$ cat src/rtl/ellipse_quadrant_plotter.sv
`default_nettype none
// ============================================================================
// Module   : ellipse_quadrant_plotter
// Brief    : Buffers generator offsets, mirrors each into up to four clipped
//            screen pixels and streams them out on a valid/ready interface.
// Revision : 1.0 - initial release
// ============================================================================
module ellipse_quadrant_plotter #(
    parameter int          FIFO_DEPTH = 8,
    parameter logic [11:0] MAX_X      = 12'd639,
    parameter logic [11:0] MAX_Y      = 12'd479
) (
    input  logic               clk,
    input  logic               reset,
    input  logic               enable,
    input  logic               start,
    input  logic signed [11:0] Xc,
    input  logic signed [11:0] Yc,
    input  logic [3:0]         quad_mask,
    input  logic signed [11:0] in_x,
    input  logic signed [11:0] in_y,
    input  logic               in_valid,
    input  logic               in_complete,
    output logic               ena_pause,
    output logic signed [11:0] out_x,
    output logic signed [11:0] out_y,
    output logic               out_valid,
    input  logic               out_ready,
    output logic               busy,
    output logic               done,
    output logic               overflow
);

    localparam int                    c_AW      = $clog2(FIFO_DEPTH);
    localparam logic [c_AW:0]         c_FULL    = (c_AW+1)'(FIFO_DEPTH);
    localparam logic [c_AW:0]         c_PAUSE   = (c_AW+1)'(FIFO_DEPTH - 2);
    localparam logic signed [12:0]    c_MAX_X13 = {1'b0, MAX_X};
    localparam logic signed [12:0]    c_MAX_Y13 = {1'b0, MAX_Y};

    localparam logic [1:0] c_S_IDLE   = 2'd0;
    localparam logic [1:0] c_S_FETCH  = 2'd1;
    localparam logic [1:0] c_S_EMIT   = 2'd2;
    localparam logic [1:0] c_S_FINISH = 2'd3;

    logic [1:0]         r_state, w_next_state;
    logic [23:0]        r_fifo [FIFO_DEPTH];
    logic [c_AW-1:0]    r_wr_ptr, r_rd_ptr;
    logic [c_AW:0]      r_count;
    logic signed [11:0] r_xc, r_yc, r_dx, r_dy;
    logic [3:0]         r_mask, r_emask;
    logic               r_complete, r_overflow;
    logic [11:0]        r_out_x, r_out_y;
    logic               r_out_valid;

    logic               w_full, w_empty, w_push, w_pop, w_start;
    logic               w_slot_free, w_clip, w_emit, w_skip, w_consume;
    logic [1:0]         w_sel;
    logic [3:0]         w_onehot, w_remaining, w_bmask;
    logic [23:0]        w_head;
    logic signed [12:0] w_xc13, w_yc13, w_dx13, w_dy13, w_sx, w_sy;

    assign w_full      = (r_count == c_FULL);
    assign w_empty     = (r_count == '0);
    assign w_start     = start && (r_state == c_S_IDLE);
    assign w_push      = in_valid && busy && !w_full;
    assign w_pop       = (r_state == c_S_FETCH) && !w_empty;
    assign w_slot_free = !r_out_valid || out_ready;
    assign w_head      = r_fifo[r_rd_ptr];

    // Entries on an axis would land on the same pixel twice; drop the mirror.
    always_comb begin
        w_bmask = r_mask;
        if (w_head[23:12] == 12'd0) begin
            if (w_bmask[0]) w_bmask[1] = 1'b0;
            if (w_bmask[3]) w_bmask[2] = 1'b0;
        end
        if (w_head[11:0] == 12'd0) begin
            if (w_bmask[0]) w_bmask[3] = 1'b0;
            if (w_bmask[1]) w_bmask[2] = 1'b0;
        end
    end

    always_comb begin
        w_sel = 2'd3;
        if (r_emask[0])      w_sel = 2'd0;
        else if (r_emask[1]) w_sel = 2'd1;
        else if (r_emask[2]) w_sel = 2'd2;
    end

    assign w_onehot    = 4'b0001 << w_sel;
    assign w_remaining = r_emask & ~w_onehot;

    assign w_xc13 = {r_xc[11], r_xc};
    assign w_yc13 = {r_yc[11], r_yc};
    assign w_dx13 = {r_dx[11], r_dx};
    assign w_dy13 = {r_dy[11], r_dy};
    assign w_sx   = (w_sel == 2'd1 || w_sel == 2'd2) ? (w_xc13 - w_dx13) : (w_xc13 + w_dx13);
    assign w_sy   = (w_sel[1]) ? (w_yc13 - w_dy13) : (w_yc13 + w_dy13);
    assign w_clip = w_sx[12] || w_sy[12] || (w_sx > c_MAX_X13) || (w_sy > c_MAX_Y13);

    assign w_emit    = (r_state == c_S_EMIT) && (|r_emask) && !w_clip && w_slot_free;
    assign w_skip    = (r_state == c_S_EMIT) && (|r_emask) && w_clip;
    assign w_consume = w_emit || w_skip;

    always_ff @(posedge clk or posedge reset) begin
        if (reset)       r_state <= c_S_IDLE;
        else if (enable) r_state <= w_next_state;
    end

    always_comb begin
        w_next_state = r_state;
        case (r_state)
            c_S_IDLE:   if (start) w_next_state = c_S_FETCH;
            c_S_FETCH: begin
                if (!w_empty)                       w_next_state = c_S_EMIT;
                else if (r_complete && w_slot_free) w_next_state = c_S_FINISH;
            end
            c_S_EMIT: begin
                if (!(|r_emask) || (w_consume && w_remaining == 4'd0))
                    w_next_state = c_S_FETCH;
            end
            default:    w_next_state = c_S_IDLE;
        endcase
    end

    always_comb begin
        busy      = (r_state != c_S_IDLE);
        done      = (r_state == c_S_FINISH);
        ena_pause = busy && (r_count >= c_PAUSE);
    end

    always_ff @(posedge clk) begin
        if (enable && w_push) r_fifo[r_wr_ptr] <= {in_x, in_y};
    end

    always_ff @(posedge clk or posedge reset) begin
        if (reset) begin
            r_wr_ptr    <= '0;
            r_rd_ptr    <= '0;
            r_count     <= '0;
            r_xc        <= '0;
            r_yc        <= '0;
            r_mask      <= '0;
            r_complete  <= 1'b0;
            r_overflow  <= 1'b0;
            r_dx        <= '0;
            r_dy        <= '0;
            r_emask     <= '0;
            r_out_x     <= '0;
            r_out_y     <= '0;
            r_out_valid <= 1'b0;
        end else if (enable) begin
            if (w_start) begin
                r_xc       <= Xc;
                r_yc       <= Yc;
                r_mask     <= quad_mask;
                r_complete <= 1'b0;
                r_overflow <= 1'b0;
            end
            if (busy && in_complete)          r_complete <= 1'b1;
            if (busy && in_valid && w_full)   r_overflow <= 1'b1;
            if (w_push) r_wr_ptr <= r_wr_ptr + 1'b1;
            if (w_pop)  r_rd_ptr <= r_rd_ptr + 1'b1;
            if (w_push && !w_pop)      r_count <= r_count + 1'b1;
            else if (!w_push && w_pop) r_count <= r_count - 1'b1;

            if (w_pop) begin
                r_dx    <= w_head[23:12];
                r_dy    <= w_head[11:0];
                r_emask <= w_bmask;
            end else if (w_consume) begin
                r_emask <= w_remaining;
            end

            if (w_emit) begin
                r_out_x     <= w_sx[11:0];
                r_out_y     <= w_sy[11:0];
                r_out_valid <= 1'b1;
            end else if (out_ready) begin
                r_out_valid <= 1'b0;
            end
        end
    end

    assign out_x     = r_out_x;
    assign out_y     = r_out_y;
    assign out_valid = r_out_valid;
    assign overflow  = r_overflow;

endmodule
`default_nettype wire

$ cat config.mk
export PLATFORM = sky130hd
export DESIGN_NAME = ellipse_quadrant_plotter
export DESIGN_NICKNAME = d
export VERILOG_FILES = /design/src/rtl/ellipse_quadrant_plotter.sv
export SDC_FILE = /design/constraint.sdc
export NUM_CORES = 1
export LEC_CHECK = 0
export ABC_AREA = 1
export CAP_MARGIN = 25
export CORE_MARGIN = 2
export CORE_UTILIZATION = 40
export DETAILED_ROUTE_END_ITERATION = 10
export HOLD_SLACK_MARGIN = 0.08
export PLACE_DENSITY = 0.61
export SLEW_MARGIN = 25
export SYNTH_ARGS = -nofsm -noshare
export SYNTH_HDL_FRONTEND = slang
export SYNTH_SLANG_ARGS = --single-unit
export TNS_END_PERCENT = 10
$ cat constraint.sdc
create_clock -name clk -period 4.03 [get_ports clk]
set_input_delay 0.806 -clock clk [delete_from_list [all_inputs] [get_ports clk]]
set_output_delay 0.806 -clock clk [all_outputs]
set_load 0.05 [all_outputs]
# Yosys cells after proc, flatten, opt, wreduce, memory -nomap -nowiden
# Memories as Yosys holds them, arrays and structs flattened.
# Cells that the tools add are included.
dict set report word_totals {
  ramBits 192
  register_bits 95
  output_inout_bits 29
  wordCells 118
  memories 1
}
# memory words word_bits read_ports rd_ports_with_merged_regs wr line_no
set memory_table {}
lappend memory_table {r_fifo 8 24 1 0 1 46} ;# logic [23:0] r_fifo [FIFO_DEPTH];
dict set report classes {
  eq_ne 9
  n_addsub 8
  n_mux 27
  shifts 1
  magnitude_cmp 3
  n_reduce_logical 52
  n_bitwise 2
}
# op n
set op_table {}
lappend op_table {{$add 12x12->13} 2}
lappend op_table {{$mux 13} 2}
lappend op_table {{$sub 12x12->13} 2}
lappend op_table {{$logic_not 12->1} 2}
lappend op_table {{$reduce_and 2->1} 9}
lappend op_table {{$logic_and 1x1->1} 16}
lappend op_table {{$mux 2} 8}
lappend op_table {{$mux 4} 4}
lappend op_table {{$gt 13x10->1 const B} 1}
lappend op_table {{$gt 13x11->1 const B} 1}
lappend op_table {{$mux 1} 12}
lappend op_table {{$reduce_bool 2->1} 6}
lappend op_table {{$logic_not 4->1} 2}
lappend op_table {{$logic_not 1->1} 7}
lappend op_table {{$logic_or 1x1->1} 7}
lappend op_table {{$add 3x1->3 const B} 2}
lappend op_table {{$eq 2x2->1 const B} 3}
lappend op_table {{$pmux 2 s3} 1}
lappend op_table {{$add 4x1->4 const B} 1}
lappend op_table {{$and 4x4->4} 1}
lappend op_table {{$eq 2x1->1 const B} 2}
lappend op_table {{$eq 4x4->1 const B} 1}
lappend op_table {{$ge 4x3->1 const B} 1}
lappend op_table {{$not 4->4} 1}
lappend op_table {{other kinds (8)} 8}

# Longest topological paths before layout
# Gate-level depths: netlist of run 1.
dict set report depth {
  depth_word 17
  depth_mapped 26
  mapped_depth_nobuf 26
}

# Least setup slack after synthesis of run 1
# OpenSTA, ideal clock, no wires.
dict set report synth_path {
  path_type {flip-flop to flip-flop}
  startpoint {register r_state[1]}
  endpoint {memory r_fifo[6][0] (enable)}
  required_time_ps 3595
  arrival_time_ps 3138
  slack_ps 456
  path_buffers 0
  stages_incl_launch_ff 8
  cell_sequence {dfrtp_1 > nor2_1 > inv_1 > nand2_1 > nor2_1 > nand2_1 > or2_2 > nor3_1}
}
dict set report synth_via {
  elab_chain_len 6
}
# item line_no
set synth_lines {}
lappend synth_lines {{start, declared} 45} ;# logic [1:0] r_state, w_next_state;
lappend synth_lines {{start signal, assigned} 106} ;# if (reset) r_state <= c_S_IDLE;
lappend synth_lines {{start signal, assigned} 107} ;# else if (enable) r_state <= w_next_state;
lappend synth_lines {{$reduce_bool 2->1} 127} ;# busy = (r_state != c_S_IDLE);
lappend synth_lines {{via busy} 29} ;# output logic busy,
lappend synth_lines {{$logic_and 1x1->1 (2 in a row)} 65} ;# assign w_push = in_valid && busy && !w_full;
lappend synth_lines {{$logic_and 1x1->1} 133} ;# if (enable && w_push) r_fifo[r_wr_ptr] <= {in_x, in_y};
lappend synth_lines {{$mux 1} 133}
lappend synth_lines {{$mux 1 (not written as such)} 133}
lappend synth_lines {{end, declared} 46}
# The timed path passes the listed nets, and every way through them passes these cells.

# Final worst setup path of run 1
dict set report layout_path {
  startpoint {register r_dy[0]}
  endpoint {register r_emask[2]}
}
dict set report layout_via {
  elab_chain_len 11
}
# item line_no
set layout_lines {}
lappend layout_lines {{start, declared} 49} ;# logic signed [11:0] r_xc, r_yc, r_dx, r_dy;
lappend layout_lines {{start signal, assigned} 169} ;# r_dy <= w_head[11:0];
lappend layout_lines {{$add 12x12->13 / $sub 12x12->13 (equally long branches)} 98} ;# assign w_sy = (w_sel[1]) ? (w_yc13 - w_dy13) : (w_yc13 + w_dy13);
lappend layout_lines {{$mux 13 (*)} 98}
lappend layout_lines {{branches (longest 2 deep; another with $gt 13x10->1)} -}
lappend layout_lines {{$logic_or 1x1->1 (*)} 99} ;# assign w_clip = w_sx[12] || w_sy[12] || (w_sx > c_MAX_X13) || (w_sy > c_MAX_Y13);
lappend layout_lines {{$logic_not 1->1} 101} ;# assign w_emit = (r_state == c_S_EMIT) && (|r_emask) && !w_clip && w_slot_free;
lappend layout_lines {{$logic_and 1x1->1 (2 in a row)} 101}
lappend layout_lines {{$logic_or 1x1->1 (*)} 103} ;# assign w_consume = w_emit || w_skip;
lappend layout_lines {{$reduce_bool 2->1 (no source line) (*)} -}
lappend layout_lines {{$reduce_and 2->1 (no source line) (*)} -}
lappend layout_lines {{end signal, assigned} 170} ;# r_emask <= w_bmask;
lappend layout_lines {{end signal, assigned} 172} ;# r_emask <= w_remaining;
lappend layout_lines {{end, declared} 50} ;# logic [3:0] r_mask, r_emask;
# Mark *: on every way between the ends.
# A chain may end at the register's enable or synchronous reset.

==> qor.yml, run 1 <==
outcome: "finished clean"
rrSetupSlack_ps: 430
synth_area_leader_cell: "edfxtp_1"
power_mw: 14.5
cp.depth: 24
hold_path_class: "reg -> reg"
p_leak_nw: 6.50
max-slew-margin-rel: 0.573
vias: 9579
grt_pass1_wl_um: 49300
cts.hold.buffers_added: 0
finalSetupViolCount: 0
reg2reg_depth: 24
hold_violations: 0
die_area_sq_um: 35200
yosys_warnings: 0
gp_congestion: 0.852
root_buffer: "clkbuf_16"
combPwrFrac: 0.532
crit_buf_inv: 3
antenna_left: 0
p_sw_frac: 0.456
die-width_um: 188
drv_slew: 0
synth_most_common_cell: "nand2_1"
async_reset_ff_frac: 0.331
clk_pin_slew_ps: 60
synth-edff-count: 192
initial_utilization: 0.404
io_buffers: 87
p_int_mw: 7.87
numCtsBuffers: 31
grt_max_degree: 65
reg2reg_from: "r_dy[0]"
crit_fanout: 5
synth_seq_cells: 287
cpMostUsedCell: "nand2_1"
drc: 0
share_seq_of_total_power: 0.278
start_kind: "flop"
routed_wl_um: 31200
cp-startpoint: "r_dy[0]"
max_freq_mhz: 278
synth_top_area_frac: 0.427
clock_skew_ps: 13.4
post-dp-hpwl_um: 20300
worstPathRequired_ps: 4500
netlist_instances: 1364
antenna_found_initial: 0
rows: 67
cts_num_sinks: 287
peakVddDrop_mv: 0.412
boundaryPins: 88
h-tree-depth: 1
cp_slowest_cell: "dfrtp_1"
slowest_delay_ps: 430
coreArea_sq_um: 33400
clock_path_buffers: 3
synth_cell_types: 46
syn-cell-area_sq_um: 13500
pwr-share-clk: 0.190
ys_seq_area_frac: 0.604
worstMarginPinSlew_ps: 634
r2r-end: "r_emask[2]"
track_usage: 0.176
area_growth_pct: 17.6
p_switching_mw: 6.60
max_cap_violations: 0
fp.dieH_um: 188
mappedNetlistNets: 1459
first_pass_iters: 6
timing.final.crit_period_ps: 3600
path_class: "reg -> reg"
routed_via_density: 4.97
postSynthAreaPerCell_sq_um: 9.89
setup.worst_path.end: "r_emask[2]"
fin_crit_sh: 0.893
drtIter0Drc: 607
worstSkewPairLatency_ps: 580
rsz0062_at_grt: "no"
crit_path_end_kind: "flop"
drive_gt1_frac: 0.0798
ys.flop_type: "edfxtp_1"
antennaDiodeCount: 0
crit_chain: "nor3_2 > inv_1 > nor3_1 > inv_1 > nor3_1 > nor2_1 > xor2_1 > inv_1 > ha_1 > nand2_1 > nor2_1 > nand2_1 > nand2_1 > nand2_1 > nand2_2 > nor2_1 > nand2_1 > nand2_1 > nor2_1 > nand4_1 > nand3_2 > nand2_1 > nand2_1 > nand2_1"
nets: 1549
power.density_nw_per_um2: 912
path_delay_family: "simple AND/OR/NAND/NOR gates"
synthTopCellsByArea: "edfxtp_1, dfrtp_1, nand2_1"
arrival_ps: 4070
wl_per_cell_um: 16.2
grt-ovfl-total: 0
grt_pass1_vias: 9103
synthTopCellsByCount: "nand2_1, edfxtp_1, nor2_1"
setup_tns_ps: 0
cts_tree: "done"
worst min path at each step:
stage / startpoint / to / slack [ps] / depth (start not counted)
after global routing: out_y[0] / out_y[0] / 490 / 2
after CTS: out_y[11] / out_y[11] / 470 / 2
final: out_y[11] / out_y[11] / 460 / 2
after global placement: out_x[10] / out_x[10] / 450 / 2
after floorplan: r_mask[2] / r_mask[2] / 450 / 2
after detailed placement: out_y[11] / out_y[11] / 450 / 2
placed cells by master (no fill, tap or decap), types with 3 or more instances in the layout:
cell / netlist / layout
nand2_1: 310 / 310
edfxtp_1: 192 / 192
nor2_1: 180 / 174
o21ai_0: 131 / 131
inv_1: 111 / 110
dfrtp_1: 95 / 94
clkdlybuf4s50_1: 0 / 87
nand3_1: 43 / 42
ha_1: 33 / 33
o21ai_1: 31 / 31
clkbuf_16: 0 / 31
xor2_1: 27 / 27
o22ai_1: 26 / 26
o21ai_2: 19 / 19
buf_4: 3 / 19
a21oi_1: 18 / 18
o211ai_1: 14 / 14
nand4_1: 12 / 12
xnor2_1: 10 / 10
clkinv_1: 3 / 10
nor2_2: 3 / 9
nor3_1: 11 / 8
clkinv_2: 0 / 7
inv_2: 5 / 5
clkbuf_1: 30 / 5
nor3_2: 1 / 4
o21bai_1: 4 / 4
o221ai_1: 4 / 4
a21o_1: 3 / 3
a21oi_2: 3 / 3
nand3b_1: 3 / 3
a31oi_1: 3 / 3
fa_1: 3 / 3
clkbuf_8: 0 / 3
metal layers:
layer	GRT usage	share of wire	vias up
li1	-	-	4789
met3	0.0266	0.049	40
met1	0.235	0.46	4540
met2	0.303	0.48	210
met5	0	0	-
met4	0.0379	0.017	0
per-stage QoR:
| step | worst slack, ps | hold slack, ps | utilization | instances | instance area (sq um) |
|---|---|---|---|---|---|
| floorplan | 456 | 449 | - | 1364 | 13500 |
| global placement | 373 | 450 | 0.445 | 1869 | 14900 |
| detailed placement | 304 | 454 | 0.445 | 1869 | 14900 |
| CTS | 290 | 470 | 0.475 | 1927 | 15900 |
| global route | 16.1 | 493 | 0.476 | 1927 | 15900 |
| finish | 432 | 464 | 0.476 | 1927 | 15900 |
flip-flops by register name, summed over array words and instances, names as in the netlist:
signal	flops
r_complete	1
r_emask	4
out_x	12
r_dy	12
r_count	4
out_valid	1
r_mask	4
r_wr_ptr	3
r_xc	12
overflow	1
out_y	12
r_dx	12
r_state	2
r_yc	12
r_fifo	192
r_rd_ptr	3
tightest hold or removal path, cell delays in order (launching register included):
cell and delay (ps):
dfrtp_1 340, nand2_1 50, inv_1 40
area by class of cell:
class                           count  area [sq um]
Fill cell                        3145         17500
Sequential cell                   287          8140
Multi-Input combinational cell    905          4650
Timing Repair Buffer              109          1060
Clock buffer                       39           836
Tap cell                          448           561
Inverter                          120           455
Clock inverter                     19           159
what timing repair did:
| item | 4_1_cts | 5_1_grt |
|---|---|---|
| setup buffers | 0 | 0 |
| setup endpoints to repair | 0 | 26 |
| resized for setup | 0 | 3 |
cell families (layout without fill, tap and decap cells):
group	after synthesis	in the layout	share of synthesized area
compound gates	261	261	0.112
xor+xnor	37	37	0.0240
fa+ha+maj	36	36	0.0351
buf+inv	172	287	0.0543
flops	287	287	0.604
simple gates	571	571	0.171
power groups by stage:
| stage | registers, mW | logic, mW | clock network (mW) |
|---|---|---|---|
| after floorplan | 4.06 | 5.82 | 0 |
| after global placement | 4.08 | 7.65 | 0 |
| after detailed placement | 4.08 | 7.75 | 0 |
| after CTS | 4.03 | 7.78 | 2.81 |
| after global routing | 4.09 | 8.76 | 2.92 |
| final | 4.03 | 7.70 | 2.75 |
No activity file was read; power rests on OpenSTA's default activity.
==> run 2, diff against run 1 <==
- CORE_ASPECT_RATIO: default -> 1.1
- SLEW_MARGIN: 25 -> default
==> run 2 against run 1 <==
Critical path depth shrank 4. Sequential power shrank 1%. Register-to-register slack gained 20 ps. Largest cell class unchanged. Clock skew grew 33 ps. Flip-flop and latch count is the same. Sequential share of layout area grew 0.25 points. Cell area shrank 0.48%. Critical path type unchanged. Worst hold slack lost 0.62 ps. Global-route usage is essentially flat. Setup slack gained 19 ps. Critical endpoint is now out_x[6]. Power shrank 1.3%. Combinational power is essentially flat.
==> qor.yml, run 2 (synthesis results as in run 1) <==
gp_congestion: 0.878  # +3.0%
coreArea_sq_um: 33300  # -0.25%
peakVddDrop_mv: 0.471  # +14%
power_mw: 14.3  # -1.3%
max-slew-margin-rel: 0.567  # -0.00554
cts_num_sinks: 287  # unchanged
start_kind: "flop"
final_common_cell: "nand2_1"
worstSkewPairLatency_ps: 590  # about the same
design_area_sq_um: 15800  # -0.48%
drive_gt1_frac: 0.0766  # -0.00317
cts_tree: "done"
p_leak_nw: 6.46  # -0.71%
drc: 0  # unchanged
grt_pass1_vias: 9148  # +0.49%
first_pass_iters: 5  # -1
utilization: 0.475  # -0.00111
crit_fanout: 43  # +38
regMostFlops: "r_fifo"
fillers: 3140  # -0.16%
fin_crit_sh: 0.888  # -0.00475
outcome: "finished clean"
hold_ws_ps: 463  # -0.616 ps
root_buffer: "clkbuf_16"
power.density_nw_per_um2: 905  # -0.80%
track_usage: 0.176  # about the same
antenna_left: 0  # unchanged
wl_per_cell_um: 16.2  # -0.27%
hold_path_class: "reg -> reg"
multiInputGateArea_sq_um: 4650  # about the same
routed_wl_um: 30800  # -1.3%
final_cell_mix: "nand2_1, edfxtp_1, nor2_1, o21ai_0, inv_1"
worstPathRequired_ps: 4470  # -30 ps
numCtsBuffers: 30  # -3.2%
placed_area_sq_um: 14800  # -0.22%
worstMarginPinSlew_ps: 648  # +14.3 ps
fin_cells: 1907  # -1.0%
crit_path_end_kind: "flop"
boundaryPins: 88  # unchanged
drv_slew: 0  # unchanged
antennaDiodeCount: 0  # unchanged
largest_reg_flops: 192  # unchanged
clock_skew_ps: 46.1  # +32.7 ps
clk_pin_slew_ps: 60  # about the same
nets: 1549  # unchanged
routed_via_density: 5.02  # +0.95%
rsz0062_at_grt: "yes"
h-tree-depth: 1  # unchanged
die_area_sq_um: 35200  # about the same
post-dp-hpwl_um: 19800  # -2.2%
io_buffers: 87  # unchanged
grt_pass1_wl_um: 48600  # -1.6%
arrival_ps: 4020  # -50 ps
max_freq_mhz: 279  # +0.54%
hold_violations: 0  # unchanged
grt-ovfl-total: 0  # unchanged
die-width_um: 179  # -4.6%
timing.final.crit_period_ps: 3580  # -19.2 ps
initial_utilization: 0.405  # +0.00100
drtIter0Drc: 609  # +0.33%
rrSetupSlack_ps: 450  # +20 ps
clock_path_buffers: 3  # unchanged
grt_max_degree: 99  # +52%
rows: 70  # +4.5%
post-place-cells: 1853  # -0.86%
vias: 9570  # -0.094%
cts.hold.buffers_added: 0  # unchanged
max_cap_violations: 0  # unchanged
finalSetupViolCount: 0  # unchanged
antenna_found_initial: 0  # unchanged
regArea_sq_um: 8140  # unchanged
area_growth_pct: 17.1
fp.dieH_um: 197  # +4.8%
path_class: "reg -> reg"
==> run 2: cell types whose count changed in the layout (fill, tap and decap cells not counted), sizes merged <==
cell,previous run,this run
inv,118,117
clkinvlp,0,2
bufinv,2,1
clkinv,19,13
buf,22,23
clkbuf,39,40
==> run 2: power breakdown <==
| part | internal (mW) | total, mW | leakage [nW] | switching (mW) |
|---|---|---|---|---|
| registers | 3.64 | 3.99 | 2.93 | 0.349 |
| logic | 2.65 | 7.72 | 3.09 | 5.07 |
| clock network | 1.45 | 2.58 | 0.440 | 1.12 |
==> run 2: layout make-up <==
| class | count | share of cell area |
|---|---|---|
| multi-input cells | 905 | 0.295 |
| well taps | 432 | 0.0342 |
| flip-flops and latches | 287 | 0.516 |
| clock inverters | 13 | 0.00776 |
| clock buffers | 40 | 0.0505 |
| inverters | 120 | 0.0288 |
| repair buffers | 110 | 0.0684 |
==> run 2: layer usage <==
metal / vias to the layer above / wire, um / GRT usage
met5: - / 0 / 0
met2: 238 / 14900 / 0.300
li1: 4786 / - / -
met3: 46 / 1420 / 0.0226
met4: 0 / 724 / 0.0415
met1: 4500 / 13800 / 0.238
==> run 2: worst max-delay path: stages, from the launching register on <==
cell and delay [ps]:
dfrtp_1 440, nor3_1 260, inv_1 60, nor3_1 190
inv_1 90, nor3_1 250, nor2_1 90, xor2_1 140
inv_1 60, ha_1 350, nand2_1 130, nor2_1 160
nand3_1 90, nand3_1 140, xor2_2 200, nand3_2 120
a21oi_4 150, nand3_4 70, buf_6 230, o21ai_1 160
inv_1 50
==> run 2: path summary, 6_finish.rpt <==
check	from	to	depth (start not counted)
setup / recovery	r_dy[0]	out_x[6]	20
hold / removal	out_x[11]	out_x[11]	2
setup reg to reg	r_dy[0]	out_x[6]	20
hold reg to reg	out_x[11]	out_x[11]	2
max in group asynchronous	reset	r_yc[8]	4
min in group asynchronous	reset	r_state[1]	2
==> run 2: repair_timing <==
| action | in CTS | in global routing |
|---|---|---|
| setup endpoints to repair | 0 | 27 |
| setup buffers | 0 | 0 |
| resized for setup | 0 | 3 |
==> run 2: stage by stage <==
step | worst slack, ps | setup TNS, ps
final | 451 | 0
after global routing | -16.7 | -16.7
after CTS | 281 | 0
after detailed placement | 331 | 0
after global placement | 417 | 0
after floorplan | 456 | 0
==> run 3, diff against run 2 <==
- SLEW_MARGIN: default -> 10
==> run 3 against run 2 <==
Sequential power about the same. Clock power about the same. First-iteration DRC count decreased by 2.6%. Wire length increased by 0.20%. Critical endpoint unchanged. Highest routed layer unchanged.
==> qor.yml, run 3 (synthesis results as in run 1) <==
grt_pass1_wl_um: 48600  # unchanged
initial_utilization: 0.405  # unchanged
vias: 9571  # +0.010%
setup_tns_ps: 0  # unchanged
root_buffer: "clkbuf_16"
postCtsSetupBuffers: 0  # unchanged
routed_wl_um: 30900  # +0.20%
drv_slew: 0  # unchanged
hold_violations: 0  # unchanged
regMostFlops: "r_fifo"
coreArea_sq_um: 33300  # unchanged
numCtsBuffers: 30  # unchanged
worstMarginPinSlew_ps: 652  # +4.12 ps
outcome: "finished clean"
peakVddDrop_mv: 0.468  # -0.70%
cpMostUsedCell: "inv_1"
slowest_delay_ps: 440  # about the same
grt-ovfl-total: 0  # unchanged
gp_congestion: 0.878  # unchanged
cts_num_sinks: 287  # unchanged
hold_path_class: "reg -> reg"
max_freq_mhz: 279  # -0.18%
fillers: 3137  # -0.096%
cts.hold.buffers_added: 0  # unchanged
area_growth_pct: 17.1  # unchanged
grt_pass1_vias: 9148  # unchanged
routed_via_density: 5.02  # about the same
final_common_cell: "nand2_1"
fp.dieH_um: 197  # unchanged
io_buffers: 87  # unchanged
antennaDiodeCount: 0  # unchanged
power_mw: 14.3  # about the same
clk_pin_slew_ps: 70  # about the same
hold_ws_ps: 464  # +1.03 ps
fin_crit_sh: 0.890  # +0.00156
max_cap_violations: 0  # unchanged
boundaryPins: 88  # unchanged
antenna_left: 0  # unchanged
track_usage: 0.176  # unchanged
die-width_um: 179  # unchanged
crit_chain: "nor3_1 > inv_1 > nor3_1 > inv_1 > nor3_1 > nor2_1 > xor2_1 > inv_1 > ha_1 > nand2_1 > nor2_1 > nand3_1 > nand3_1 > xor2_2 > nand3_2 > a21oi_4 > nand3_4 > buf_6 > o21ai_1 > inv_1"
first_pass_iters: 5  # unchanged
worstPathRequired_ps: 4470  # about the same
grt_max_degree: 99  # unchanged
largest_reg_flops: 192  # unchanged
nets: 1549  # unchanged
wl_per_cell_um: 16.2  # +0.20%
timing.final.crit_period_ps: 3580  # +6.28 ps
drc: 0  # unchanged
post-dp-hpwl_um: 19800  # unchanged
worstSkewPairLatency_ps: 590  # about the same
cp_slowest_cell: "dfrtp_1"
h-tree-depth: 1  # unchanged
drtIter0Drc: 593  # -2.6%
clock_skew_ps: 50.1  # +3.98 ps
finalSetupViolCount: 0  # unchanged
die_area_sq_um: 35200  # unchanged
max-slew-margin-rel: 0.565  # -0.00275
power.density_nw_per_um2: 905  # about the same
rows: 70  # unchanged
drive_gt1_frac: 0.0766  # unchanged
cts_tree: "done"
utilization: 0.475  # unchanged
crit_fanout: 43  # unchanged
start_kind: "flop"
arrival_ps: 4020  # about the same
p_leak_nw: 6.46  # unchanged
final_cell_mix: "nand2_1, edfxtp_1, nor2_1, o21ai_0, inv_1"
cts-resized-gates: 0  # unchanged
rsz0062_at_grt: "yes"
clock_path_buffers: 3  # unchanged
antenna_found_initial: 0  # unchanged
path_class: "reg -> reg"
crit_path_end_kind: "flop"
## run 3: cell counts in the layout (fill, tap and decap cells not counted)
Identical to the previous run, type by type.
## run 3: critical path: cells and delay by family (launching register included)
family / cells / cell delay (ps)
xor gates and xnor gates: 2 / 340
and+or+nand+nor: 10 / 1490
DFF: 1 / 440
adders and majority gates: 1 / 350
AOI/OAI and AO/OA: 2 / 310
buffers and inverters: 5 / 490
## run 3: area by class of cell
type | instances | area [sq um] | share of cell area
clock buffers | 40 | 798 | 0.0505
multi-input cells | 905 | 4650 | 0.295
well taps | 432 | 541 | 0.0342
repair buffers | 110 | 1080 | 0.0684
clock inverters | 13 | 123 | 0.00776
flip-flops and latches | 287 | 8140 | 0.516
inverters | 120 | 455 | 0.0288
## run 3: metrics by stage
stage / instance area [sq um] / instances / worst slack [ps]
after floorplan: 13500 / 1364 / 456
after global placement: 14800 / 1853 / 417
after detailed placement: 14800 / 1853 / 331
after CTS: 15800 / 1906 / 281
after global routing: 15800 / 1907 / -16.7
final: 15800 / 1907 / 445
## run 3: final timing paths
| kind | from | endpoint | slack [ps] | cells past startpoint |
|---|---|---|---|---|
| max | r_dy[0] | out_x[6] | 450 | 20 |
| min | out_x[11] | out_x[11] | 460 | 2 |
| max reg2reg | r_dy[0] | out_x[6] | 450 | 20 |
| min reg2reg | out_x[11] | out_x[11] | 460 | 2 |
| max in group asynchronous | reset | r_yc[8] | 2790 | 3 |
| min in group asynchronous | reset | r_state[1] | 620 | 2 |
## run 3: per-layer routing
metal / GRT usage / vias up / part of all wire
met1: 0.238 / 4511 / 0.45
met3: 0.0226 / 46 / 0.043
li1: - / 4788 / -
met5: 0 / - / 0
met2: 0.300 / 226 / 0.49
met4: 0.0415 / 0 / 0.024
## run 3: where the power goes
group          leakage (nW)  internal [mW]  total (mW)  switching [mW]
Clock                 0.440           1.45        2.58            1.12
Sequential             2.93           3.64        3.99           0.350
Combinational          3.09           2.65        7.71            5.07
